[src/rtl/alu_sequencer.sv]
// Issues one R-type op at a time to a shared ALU, holding operands for the op's latency.
// Optional macro ALU_SEQ_DIVZERO_EN: reject div with B==0 as illegal instead of issuing it.
module alu_sequencer #(
    parameter int unsigned WIDTH      = 32,
    parameter int unsigned MUL_CYCLES = 4,
    parameter int unsigned DIV_CYCLES = 8
) (
    input  logic             CLK,
    input  logic             RST,
    input  logic             IN_VALID,
    output logic             IN_READY,
    input  logic [5:0]       FUNCTION,
    input  logic [WIDTH-1:0] A,
    input  logic [WIDTH-1:0] B,
    output logic [2:0]       ALU_OP,
    output logic [WIDTH-1:0] ALU_A,
    output logic [WIDTH-1:0] ALU_B,
    input  logic [WIDTH-1:0] ALU_RESULT,
    output logic             OUT_VALID,
    input  logic             OUT_READY,
    output logic [WIDTH-1:0] RESULT,
    output logic             ILLEGAL,
    output logic             BUSY
);

    localparam int unsigned MaxCycles = (MUL_CYCLES > DIV_CYCLES) ? MUL_CYCLES : DIV_CYCLES;
    localparam int unsigned CntW      = $clog2(MaxCycles) + 1;

    localparam logic [2:0] OpAdd = 3'b000;
    localparam logic [2:0] OpSub = 3'b001;
    localparam logic [2:0] OpAnd = 3'b010;
    localparam logic [2:0] OpOr  = 3'b011;
    localparam logic [2:0] OpSlt = 3'b100;
    localparam logic [2:0] OpMul = 3'b101;
    localparam logic [2:0] OpDiv = 3'b110;
    localparam logic [2:0] OpNop = 3'b111;

    typedef enum logic [1:0] {StIdle, StExec, StHold} state_e;

    state_e            state_q, state_d;
    logic [2:0]        alu_op_q, alu_op_d;
    logic [WIDTH-1:0]  alu_a_q, alu_a_d;
    logic [WIDTH-1:0]  alu_b_q, alu_b_d;
    logic [CntW-1:0]   count_q, count_d;
    logic [WIDTH-1:0]  result_q, result_d;
    logic              illegal_q, illegal_d;
    logic              out_valid_q, out_valid_d;

    logic [2:0]        dec_op;
    logic              dec_legal;
    logic [CntW-1:0]   dec_cnt;
    logic              dec_reject;

    always_comb begin
        dec_op    = OpNop;
        dec_legal = 1'b1;
        case (FUNCTION)
            6'b100000: dec_op = OpAdd;
            6'b100010: dec_op = OpSub;
            6'b100100: dec_op = OpAnd;
            6'b100101: dec_op = OpOr;
            6'b101010: dec_op = OpSlt;
            6'b011000: dec_op = OpMul;
            6'b011010: dec_op = OpDiv;
            6'b000000: dec_op = OpNop;
            default:   dec_legal = 1'b0;
        endcase

        if (dec_op == OpMul) begin
            dec_cnt = CntW'(MUL_CYCLES - 1);
        end else if (dec_op == OpDiv) begin
            dec_cnt = CntW'(DIV_CYCLES - 1);
        end else begin
            dec_cnt = '0;
        end

        dec_reject = !dec_legal;
`ifdef ALU_SEQ_DIVZERO_EN
        dec_reject = dec_reject || (dec_legal && (dec_op == OpDiv) && (B == '0));
`endif
    end

    always_comb begin
        state_d     = state_q;
        alu_op_d    = alu_op_q;
        alu_a_d     = alu_a_q;
        alu_b_d     = alu_b_q;
        count_d     = count_q;
        result_d    = result_q;
        illegal_d   = illegal_q;
        out_valid_d = out_valid_q;

        case (state_q)
            StIdle: begin
                if (IN_VALID) begin
                    if (dec_reject) begin
                        // Rejected requests skip the ALU entirely.
                        result_d    = '0;
                        illegal_d   = 1'b1;
                        out_valid_d = 1'b1;
                        state_d     = StHold;
                    end else begin
                        alu_op_d = dec_op;
                        alu_a_d  = A;
                        alu_b_d  = B;
                        count_d  = dec_cnt;
                        state_d  = StExec;
                    end
                end
            end
            StExec: begin
                if (count_q != '0) begin
                    count_d = count_q - CntW'(1);
                end else begin
                    result_d    = ALU_RESULT;
                    illegal_d   = 1'b0;
                    out_valid_d = 1'b1;
                    state_d     = StHold;
                end
            end
            StHold: begin
                if (OUT_READY) begin
                    out_valid_d = 1'b0;
                    alu_op_d    = OpNop;
                    state_d     = StIdle;
                end
            end
            default: state_d = StIdle;
        endcase
    end

    always_ff @(posedge CLK) begin
        if (RST) begin
            state_q     <= StIdle;
            alu_op_q    <= OpNop;
            alu_a_q     <= '0;
            alu_b_q     <= '0;
            count_q     <= '0;
            result_q    <= '0;
            illegal_q   <= 1'b0;
            out_valid_q <= 1'b0;
        end else begin
            state_q     <= state_d;
            alu_op_q    <= alu_op_d;
            alu_a_q     <= alu_a_d;
            alu_b_q     <= alu_b_d;
            count_q     <= count_d;
            result_q    <= result_d;
            illegal_q   <= illegal_d;
            out_valid_q <= out_valid_d;
        end
    end

    assign IN_READY  = (state_q == StIdle);
    assign BUSY      = (state_q != StIdle);
    assign ALU_OP    = alu_op_q;
    assign ALU_A     = alu_a_q;
    assign ALU_B     = alu_b_q;
    assign RESULT    = result_q;
    assign ILLEGAL   = illegal_q;
    assign OUT_VALID = out_valid_q;

endmodule
[config.mk]
export PLATFORM = sky130hd
export DESIGN_NAME = alu_sequencer
export DESIGN_NICKNAME = d
export VERILOG_FILES = /design/src/rtl/alu_sequencer.sv
export SDC_FILE = /design/constraint.sdc
export NUM_CORES = 1
export LEC_CHECK = 0
export CORE_MARGIN = 4
export CORE_UTILIZATION = 35
export DETAILED_ROUTE_END_ITERATION = 10
export PLACE_DENSITY = 0.74
export SYNTH_ARGS = -nofsm -noshare
export SYNTH_HDL_FRONTEND = slang
export SYNTH_SLANG_ARGS = --single-unit
[constraint.sdc]
create_clock -name CLK -period 1.9 [get_ports CLK]
set_input_delay 0.285 -clock CLK [delete_from_list [all_inputs] [get_ports CLK]]
set_output_delay 0.285 -clock CLK [all_outputs]
set_load 0.01 [all_outputs]
==> summary.md <==
| Metric | Value |
|---|---|
| Via count of the first global-routing pass | `4184` |
| Crit path setup slack, layout | `0.0804 ns` |
| CP max stage delay | `0.38 ns` |
| Highest clock rate | `550 MHz` |
| Synth Cell Area | `0.00417 mm^2` |
| Sequential cell area | `between 0.002 and 0.0025 mm^2` |
| Max stage delay cell, worst path | `sky130_fd_sc_hd__or3_4` |
| Width of the die | `between 100 and 150 um` |
| Detailed Route WL | `12.7 mm` |
| Sequential-to-total area share from yosys stat | `between 50% and 60%` |
| Layout cells sized above 1 | `8.64%` |
| Rows | `39` |
| Synth unique cells | `47` |
| DRC violations left | `0` |
| Setup Buffers After CTS | `0` |
| Hold Fails Final Rpt | `0` |
| Layout Utilization | `58.8%` |
| Switching portion of total power | `23.4%` |
| Number of clock buffers inserted by TritonCTS | `9` |
| Final weighted congestion in routability-driven placement | `0.826` |
| Max-slew headroom at the worst pin | `between 70% and 80%` |
| Most numerous cell types in the synthesized netlist | `sky130_fd_sc_hd__nand2_1 (166), sky130_fd_sc_hd__dfxtp_1 (107), sky130_fd_sc_hd__a21oi_1 (100)` |
| Die Outline Area | `0.0137 mm^2` |
| Vias after detailed routing | `approximately 4.3k` |
| I/O pin cnt | `209` |
| YS warnings | `0` |
| Req. time, crit path | `2.14 ns` |
| Critical path peak fanout | `5` |
| Total setup violations reported at the end of the flow | `0` |
| Number of max-cap violations | `0` |
| Ys flop type | `sky130_fd_sc_hd__dfxtp_1` |
| Clk pin slew, worst setup/hold paths | `0.07 ns` |
| Post-layout min period | `1.82 ns` |
| CTS tree | `built` |
| TritonCTS sink count | `roughly 110` |
| Vertical die dimension | `roughly 120 um` |
| Min Hold Slack | `0.203 ns` |
| Outcome | `completed` |
| Area share of the largest cell type after synthesis | `51.4%` |
| Fill cell count | `991` |
| Clk_skew | `between 0.005 and 0.006 ns` |
| Top post-synthesis cells by area | `sky130_fd_sc_hd__dfxtp_1 (51%), sky130_fd_sc_hd__nand2_1 (15%), sky130_fd_sc_hd__a21oi_1 (12%)` |
| Number of enable-type register cells in the synthesized netlist | `0` |
| Quantity of I/O buffers inserted on ports | `around 210` |
| Kind of critical path | `reg -> reg` |
| Worst vdd ir | `0.481 mV` |
| Insertion delay to the later sink of the worst-skew pair | `~0.34 ns` |
| Final antenna diode count | `0` |
| Post-DRT Antenna Nets | `0` |
| Maximum buffer depth of the clock tree | `2` |
| Remaining global-route overflow | `0` |
| Combinational fraction of design power | `13.9%` |
| Top cell type by total area after synthesis | `sky130_fd_sc_hd__dfxtp_1` |
| Static Leakage | `2.33 nW` |
| Number of antenna violations at the first check in global routing | `0` |
| Ratio of routed vias to standard cells | `a little under 5` |
| Fraction of registers with async set/reset | `0%` |
| Max-slew violation count | `0` |
| Depth of the worst register-to-register path | `7` |
| Detailed placer's ending HPWL | `9.52 mm` |
| Worst hold path stage count | `2` |
| Dpl ws | `-0.215 ns` |
| Data arrival time at the worst-slack endpoint | `2.06 ns` |
| Internal portion of total power | `between 3 and 4 mW` |
| H-tree depth reported by CTS | `3` |
| Clock root buffer | `sky130_fd_sc_hd__clkbuf_16` |
| Endpoint class of the critical path | `register` |
| Area added between synthesis and finish | `62.5%` |
| Drt first-iter violations | `294` |
| Flop pwr share | `49.5%` |
| Setup TNS | `0 ns` |
| Initial cell density of the core | `36.2%` |
| Number of nets produced by synthesis | `620` |
| Clock network fraction of total power | `between 30% and 40%` |
| Power Density | `691 mW/mm^2` |
| Unrepaired setup endpoints after global routing | `no` |
| Detail-routed net length per standard cell | `between 10 and 15 um` |
| Register bit total from synthesis | `roughly 110` |
| Crit share post-route | `95.8%` |
| Critical Path Start Type | `register` |
| Area used by multi-input combinational logic | `around 0.0018 mm^2` |
| Post-Syn Area per Cell | `8.12 um^2` |
| Post-Syn Instances | `roughly 510` |
| Most frequently used cell type in the post-synthesis netlist | `sky130_fd_sc_hd__nand2_1` |
| Cells along the critical path | `inv_1, ha_2, and4bb_4, or3_4, a31oi_4, o21ai_1, a32o_1` |
| Switching power | `1.10 mW` |
| Wire length of the first global-routing pass | `19.5 mm` |
| Type of the most critical hold path | `in -> reg` |
| Total routing resource utilization after global routing | `17.8%` |
| Maximum number of pins on one net before global-route repair | `63` |
| Final nets | `831` |
| Worst Max-Slew Pin Slew | `about 0.39 ns` |
| Drt first pass iters | `5` |
| Core Box Area | `0.0115 mm^2` |
==> power by group through the flow <==
stage	registers (mW)	clock network [mW]	logic (mW)
after floorplan	2.38	0	0.225
after global placement	2.36	0	0.640
after detailed placement	2.37	0	0.647
after CTS	2.32	1.80	0.652
after global routing	2.32	1.87	0.697
final	2.32	1.72	0.650
==> routing by layer <==
layer | part of all wire, % | track usage (%) | vias to the layer above
li1 | - | - | 2137
met1 | 40 | 19.7 | 1954
met2 | 47 | 30.0 | 180
met3 | 11 | 7.30 | 24
met4 | 2.4 | 7.72 | 0
met5 | 0 | 0 | -
==> flip-flops by register name, summed over array words and instances (netlist names) <==
name and cells:
state_q 2, ILLEGAL 1, ALU_A 32, OUT_VALID 1, ALU_OP 3, count_q 4, RESULT 32, ALU_B 32
==> path summary, 6_finish.rpt <==
path	from	slack [ns]	to
hold / removal	RST	0.20	ALU_A[23]
setup / recovery	count_q[0]	0.08	count_q[2]
hold reg to reg	ALU_B[3]	0.45	ALU_B[3]
setup reg to reg	count_q[0]	0.08	count_q[2]
==> cells by family (layout without fill, tap and decap cells) <==
family	Yosys count	after routing	synth area share [%]
flops	107	107	51.4
simple gates	200	200	20.2
buf+inv	43	259	5.58
compound gates	159	159	21.7
fa+ha+maj	1	1	0.300
mux	3	3	0.751
==> per-stage QoR <==
| stage | cell area [um^2] | instances | power [mW] |
|---|---|---|---|
| after global routing | 6770 | 872 | 4.89 |
| after floorplan | 4170 | 513 | 2.61 |
| final | 6770 | 872 | 4.68 |
| after CTS | 6770 | 872 | 4.76 |
| after detailed placement | 6490 | 856 | 3.01 |
| after global placement | 6490 | 856 | 3.00 |
==> cells in the final DEF (no fill, tap or decap), types with 2 or more instances in the layout <==
master / synthesis / final
sky130_fd_sc_hd__buf_12: 0 / 5
sky130_fd_sc_hd__buf_4: 0 / 24
sky130_fd_sc_hd__and2_1: 2 / 2
sky130_fd_sc_hd__dfxtp_2: 0 / 2
sky130_fd_sc_hd__nor2_1: 10 / 9
sky130_fd_sc_hd__nand2b_1: 2 / 2
sky130_fd_sc_hd__o21ai_0: 18 / 17
sky130_fd_sc_hd__nand2_1: 166 / 166
sky130_fd_sc_hd__a31oi_4: 2 / 2
sky130_fd_sc_hd__mux2i_1: 2 / 2
sky130_fd_sc_hd__clkbuf_1: 14 / 2
sky130_fd_sc_hd__a21oi_1: 100 / 100
sky130_fd_sc_hd__o21ai_1: 21 / 22
sky130_fd_sc_hd__inv_1: 7 / 7
sky130_fd_sc_hd__dfxtp_1: 107 / 105
sky130_fd_sc_hd__clkdlybuf4s50_1: 0 / 207
sky130_fd_sc_hd__clkinv_2: 0 / 2
sky130_fd_sc_hd__clkbuf_16: 0 / 9
sky130_fd_sc_hd__a21bo_2: 2 / 2
sky130_fd_sc_hd__nor3_1: 3 / 3
sky130_fd_sc_hd__nor2b_1: 3 / 3
sky130_fd_sc_hd__a211oi_1: 2 / 2
sky130_fd_sc_hd__a21o_1: 3 / 3
==> critical path: cells and delay by family, from the launching register on <==
family	cells	cell delay (ns)
AND/OR/NAND/NOR	2	0.58
adder cells (fa/ha/maj)	1	0.20
flip-flops	1	0.34
AO/OA/AOI/OAI	3	0.55
buffers and inverters	1	0.06
==> what timing repair did <==
action,4_1_cts,5_1_grt
hold buffers,0,0
endpoints found under the setup margin,0,4
gates resized for setup,0,4
endpoints found under the hold margin,0,0
==> cell type report <==
cell class / count / share of cell area (%)
Sequential cell: 107 / 31.7
Multi-Input combinational cell: 363 / 26.5
Tap cell: 143 / 2.64
Clock inverter: 4 / 0.388
Clock buffer: 12 / 3.64
Inverter: 7 / 0.388
Timing Repair Buffer: 236 / 34.7
(Power assumes the default switching activity.)
